`config.mk`:
```
export PLATFORM = sky130hd
export DESIGN_NAME = cache_ri
export DESIGN_NICKNAME = d
export VERILOG_FILES = /design/src/rtl/cache_pkg.sv /design/src/rtl/cache_ri.sv
export SDC_FILE = /design/constraint.sdc
export NUM_CORES = 1
export LEC_CHECK = 0
export CORE_ASPECT_RATIO = 1.1
export CORE_UTILIZATION = 35
export DETAILED_ROUTE_END_ITERATION = 6
export PLACE_DENSITY = 0.83
export SLEW_MARGIN = 30
export SYNTH_ARGS = -nofsm -noshare
export SYNTH_HDL_FRONTEND = slang
export SYNTH_SLANG_ARGS = --single-unit
```
`constraint.sdc`:
```
create_clock -name clk -period 2.6 [get_ports clk]
set_input_delay 0.52 -clock clk [delete_from_list [all_inputs] [get_ports clk]]
set_output_delay 0.52 -clock clk [all_outputs]
set_load 0.05 [all_outputs]
```
`src/rtl/cache_pkg.sv`:
```
// Shared cache definitions: the refill-engine state encoding and constants used by
// the cache top, the tag RAM and the refill engine.
package cache_pkg;

  localparam int unsigned DEFAULT_LINE_WORDS = 8;
  localparam logic [3:0]  BYTE_EN_FULL       = 4'hF;

  typedef enum logic [2:0] {
    StIdle,
    StWbPrime,
    StWbBurst,
    StRfCmd,
    StRfData,
    StDone
  } cache_ri_state_t;

endpackage

```
`src/rtl/cache_ri.sv`:
```
// Line refill / write-back engine: optional dirty-victim burst write, then burst refill
// into the data RAM. Define CACHE_RI_FWD_EN to add critical-word forwarding.
module cache_ri
  import cache_pkg::*;
#(
  parameter int unsigned LINE_WORDS = DEFAULT_LINE_WORDS,
  parameter int unsigned OFS_W      = $clog2(LINE_WORDS)
) (
  input  logic             clk,
  input  logic             rest,
  input  logic             ri_req,
  input  logic             ri_dirty,
  input  logic [31:0]      ri_wbAddr,
  input  logic [31:0]      ri_refillAddr,
  output logic             ri_busy,
  output logic             ri_done,
  output logic [OFS_W-1:0] ram_rdOffset,
  input  logic [31:0]      ram_readData,
  output logic             ram_write,
  output logic [OFS_W-1:0] ram_wrOffset,
  output logic [31:0]      ram_writeData,
  output logic [31:0]      m_address,
  output logic [3:0]       m_byteEnable,
  output logic             m_read,
  output logic             m_write,
  output logic [31:0]      m_writeData,
  input  logic             m_waitRequest,
  input  logic [31:0]      m_readData,
  input  logic             m_readDataValid,
  output logic             m_beginBurstTransfer,
  output logic [7:0]       m_burstCount
`ifdef CACHE_RI_FWD_EN
  ,
  input  logic [OFS_W-1:0] ri_critOffset,
  output logic             fwd_valid,
  output logic [31:0]      fwd_data
`endif
);

  localparam int unsigned    ALIGN_W   = OFS_W + 2;
  localparam logic [31:0]    ADDR_MASK = ~((32'd1 << ALIGN_W) - 32'd1);
  localparam logic [OFS_W:0] CNT_LAST  = (OFS_W+1)'(LINE_WORDS - 1);
  localparam logic [7:0]     BURST_LEN = 8'(LINE_WORDS);

  cache_ri_state_t state_q, state_d;
  logic [OFS_W:0]  cnt_q, cnt_d, cnt_inc;
  logic [31:0]     wb_addr_q, rf_addr_q;

  always_ff @(posedge clk or posedge rest) begin
    if (rest) begin
      state_q   <= StIdle;
      cnt_q     <= '0;
      wb_addr_q <= '0;
      rf_addr_q <= '0;
    end else begin
      state_q <= state_d;
      cnt_q   <= cnt_d;
      if (state_q == StIdle && ri_req) begin
        wb_addr_q <= ri_wbAddr & ADDR_MASK;
        rf_addr_q <= ri_refillAddr & ADDR_MASK;
      end
    end
  end

  always_comb begin
    state_d              = state_q;
    cnt_d                = cnt_q;
    cnt_inc              = cnt_q + 1'b1;
    ri_busy              = (state_q != StIdle);
    ri_done              = 1'b0;
    ram_rdOffset         = '0;
    ram_write            = 1'b0;
    ram_wrOffset         = '0;
    ram_writeData        = '0;
    m_address            = '0;
    m_byteEnable         = '0;
    m_read               = 1'b0;
    m_write              = 1'b0;
    m_writeData          = '0;
    m_beginBurstTransfer = 1'b0;
    m_burstCount         = '0;

    unique case (state_q)
      StIdle: begin
        if (ri_req) state_d = ri_dirty ? StWbPrime : StRfCmd;
      end
      StWbPrime: begin
        cnt_d   = '0;
        state_d = StWbBurst;
      end
      StWbBurst: begin
        m_write              = 1'b1;
        m_address            = wb_addr_q;
        m_byteEnable         = BYTE_EN_FULL;
        m_burstCount         = BURST_LEN;
        m_writeData          = ram_readData;
        m_beginBurstTransfer = (cnt_q == '0);
        // Keep the RAM one word ahead of the bus: re-read on stall, advance on accept.
        ram_rdOffset         = cnt_q[OFS_W-1:0];
        if (!m_waitRequest) begin
          ram_rdOffset = cnt_inc[OFS_W-1:0];
          if (cnt_q == CNT_LAST) begin
            cnt_d   = '0;
            state_d = StRfCmd;
          end else begin
            cnt_d = cnt_inc;
          end
        end
      end
      StRfCmd: begin
        m_read               = 1'b1;
        m_address            = rf_addr_q;
        m_byteEnable         = BYTE_EN_FULL;
        m_burstCount         = BURST_LEN;
        m_beginBurstTransfer = 1'b1;
        if (!m_waitRequest) begin
          cnt_d   = '0;
          state_d = StRfData;
        end
      end
      StRfData: begin
        if (m_readDataValid) begin
          ram_write     = 1'b1;
          ram_wrOffset  = cnt_q[OFS_W-1:0];
          ram_writeData = m_readData;
          if (cnt_q == CNT_LAST) begin
            cnt_d   = '0;
            state_d = StDone;
          end else begin
            cnt_d = cnt_inc;
          end
        end
      end
      StDone: begin
        ri_done = 1'b1;
        state_d = StIdle;
      end
      default: state_d = StIdle;
    endcase
  end

`ifdef CACHE_RI_FWD_EN
  logic [OFS_W-1:0] crit_q;

  always_ff @(posedge clk or posedge rest) begin
    if (rest) begin
      crit_q <= '0;
    end else if (state_q == StIdle && ri_req) begin
      crit_q <= ri_critOffset;
    end
  end

  // Bypass the critical word straight from the bus so the CPU can restart early.
  always_comb begin
    fwd_valid = (state_q == StRfData) && m_readDataValid && (cnt_q == {1'b0, crit_q});
    fwd_data  = fwd_valid ? m_readData : '0;
  end
`endif

endmodule
```
==> qor.yml <==
synthesis:
  synthCells: 336
  synth-edff-count: 0
  synth_flop_cell: "dfrtp_1"
  yosys_warnings: 0
  yosysSeqAreaShare_pct: 39.95
  ys_seq_elements: 61
  netlist_area_um2: 3821
  synth_cell_types: 39
  synth_top_area_cell: "dfrtp_1"
  netlist.area_leader.share_pct: 39.95
  async_flop_share_pct: 100.0
  synth.area.top_cells: "dfrtp_1 40%, mux2_4 20%, mux2i_1 7.6%"
  synth.avg_cell_area_um2: 11.37
power:
  vdd_drop_max_v: 0.001194
  power.leakage_nw: 3.171
  p_clk_share_pct: 12.6
  switching_share_pct: 48.41
  p_sw_mw: 4.469
  pwr-share-comb_pct: 68.2
  powerDensity_nw_per_um2: 1347
  seqPwrFrac_pct: 19.2
  internal_power_mw: 4.763
cts:
  cts_buffer_depth: 2
  cts_made_buffers: 9
  holdBufCountCts: 0
  clk_pin_slew_ps: 50
  cts-root-buf: "clkbuf_16"
  cts_sinks: 61
  cts_tree: "done"
  cts.repair.resized: 0
  cts_setup_buffers: 0
  clkLatencyLatePin_ps: 330
  cts_max_level: 3
drt:
  viasPerCell: 4.741
  detail_route.wirelength_mm: 12.76
  avgRoutedWirePerCell_um: 17.94
  num_vias: 3371
  dr.pass1.iters: 4
  drcViolationCount: 0
  drtIter0Drc: 83
  antenna_left: 0
sta:
  fin_crit_ps: 2551
  min_period_over_period_pct: 98.12
  rsz0062_at_grt: "no"
  tns_ps: 0
  worst_pin_slew_ps: 520.9
  finalHoldViolations: 0
  max_slew_margin_pct: 65.16
  hold_slack_ps: 510.9
  slew_violations: 0
  layout_setup_ws_ps: 48.87
  setup_viol: 0
  fmax_mhz: 392.0
  clock_skew_ps: 10.20
placed_design:
  place_congestion: 0.8015
  detailed_place_hpwl_mm: 10.05
  io_buffers: 231
  dp_slack_ps: 212.4
  dp.cells: 694
setup_path:
  crit_chain: "or3_4 -> clkdlybuf4s50_1"
  slowest_stage: "clkdlybuf4s50_1"
  slowest_delay_ps: 730
  critical_path_class: "register to primary output"
  r2r_slack_ps: 520
  start_kind: "register"
  critical_path.max_fanout: 10
  cp_data_arrival_time_ps: 2030
  end_kind: "primary output"
  cp.required_ps: 2080
die:
  dieArea_um2: 11340
  die_h_um: 111.6
  start_util_pct: 36.42
  rows: 39
  ios: 254
  die_width_um: 101.6
  coreArea_um2: 10490
global_route:
  grt_start_max_net_pins: 62
  grt.total_usage_pct: 22.90
  grt_pass1_vias: 3481
  grt_pass1_wl_mm: 19.18
  grt_overflow: 0
  antenna_found_initial: 1
layout:
  instances_no_fill: 711
  n_fill_cell: 769
  final_common_cell: "clkdlybuf4s50_1"
  fin_nets: 698
  syn_to_final_growth_pct: 79.34
  fin_util_pct: 65.32
  final_cell_mix: "124 x clkdlybuf4s50_1, 69 x buf_4, 60 x dfrtp_1, 54 x buf_12, 50 x mux2_4"
  drive_gt1_share_pct: 35.80
flow_run:
  cap_violations: 0
run_status:
  status: "finished clean"
hold_path:
  hold_path.class: "register to register"
routing by layer:
metal	track usage, %	part of all wire, %	vias to the layer above
li1	-	-	1562
met1	25.32	38	1608
met2	38.06	48	175
met3	8.977	11	26
met4	10.82	3.6	0
met5	0	0	-
worst max-delay path, delay by kind of cell (launching register included):
family	cells	cell delay [ps]
buffers and inverters	1	730
and+or+nand+nor	1	460
DFF	1	510
flip-flops by register name, indices dropped and copies added (netlist names):
register	cells
rf_addr_q	27
wb_addr_q	27
state_q	3
cnt_q	4
area by class of cell:
type	instances	area [µm²]	area share, %
sequential	61	1528	22.29
clock inverter	7	66.31	0.9677
clock buffer	9	225.2	3.286
inverter	8	36.28	0.5295
antenna	1	2.502	0.03652
timing repair buffer	247	2840	41.45
tap	143	178.9	2.611
multi-input combinational	235	1976	28.83
cell families after synthesis:
family | count (synthesis) | share of synthesized area, %
AOI/OAI and AO/OA | 15 | 2.783
adders and majority gates | 2 | 0.6548
muxes | 83 | 28.42
DFF | 61 | 39.95
other | 1 | 0.09814
and+or+nand+nor | 120 | 17.85
buffers and inverters | 51 | 9.561
xor gates and xnor gates | 3 | 0.6877
per-stage QoR:
stage / total power, mW / cell area, µm²
finish: 9.232 / 6853
global route: 9.643 / 6853
CTS: 9.293 / 6847
detailed placement: 8.094 / 6555
global placement: 7.946 / 6555
floorplan: 6.103 / 3867
cell usage after synthesis (2+ instances only):
cell and count:
dfrtp_1 61, a21oi_1 3, nand2b_1 3, nor3_1 4, buf_2 5, xnor2_1 2
nand2_1 4, buf_12 5, and3_1 32, o21ai_0 4, buf_4 16, ha_1 2
buf_6 3, inv_1 7, mux2_4 50, nand3_1 2, mux2_2 4, and2_1 35
mux2i_1 29, nor2_1 33, nor3b_1 2, clkbuf_1 13
worst paths after layout:
kind / from / end / cells past startpoint
max: state_q[0] / ri_busy / 2
min: rf_addr_q[17] / rf_addr_q[17] / 1
max reg2reg: state_q[0] / rf_addr_q[25] / 4
min reg2reg: rf_addr_q[17] / rf_addr_q[17] / 1
max in group asynchronous: rest / state_q[0] / 3
min in group asynchronous: rest / rf_addr_q[11] / 3
power by group through the flow:
stage                     registers, mW  logic, mW  clock network (mW)
final                              1.77       6.30                1.16
after CTS                          1.77       6.34                1.18
after global placement             1.73       6.21                   0
after detailed placement           1.76       6.33                   0
after floorplan                    1.63       4.48                   0
after global routing               1.82       6.59                1.23
No activity file was read; power rests on OpenSTA's default activity.
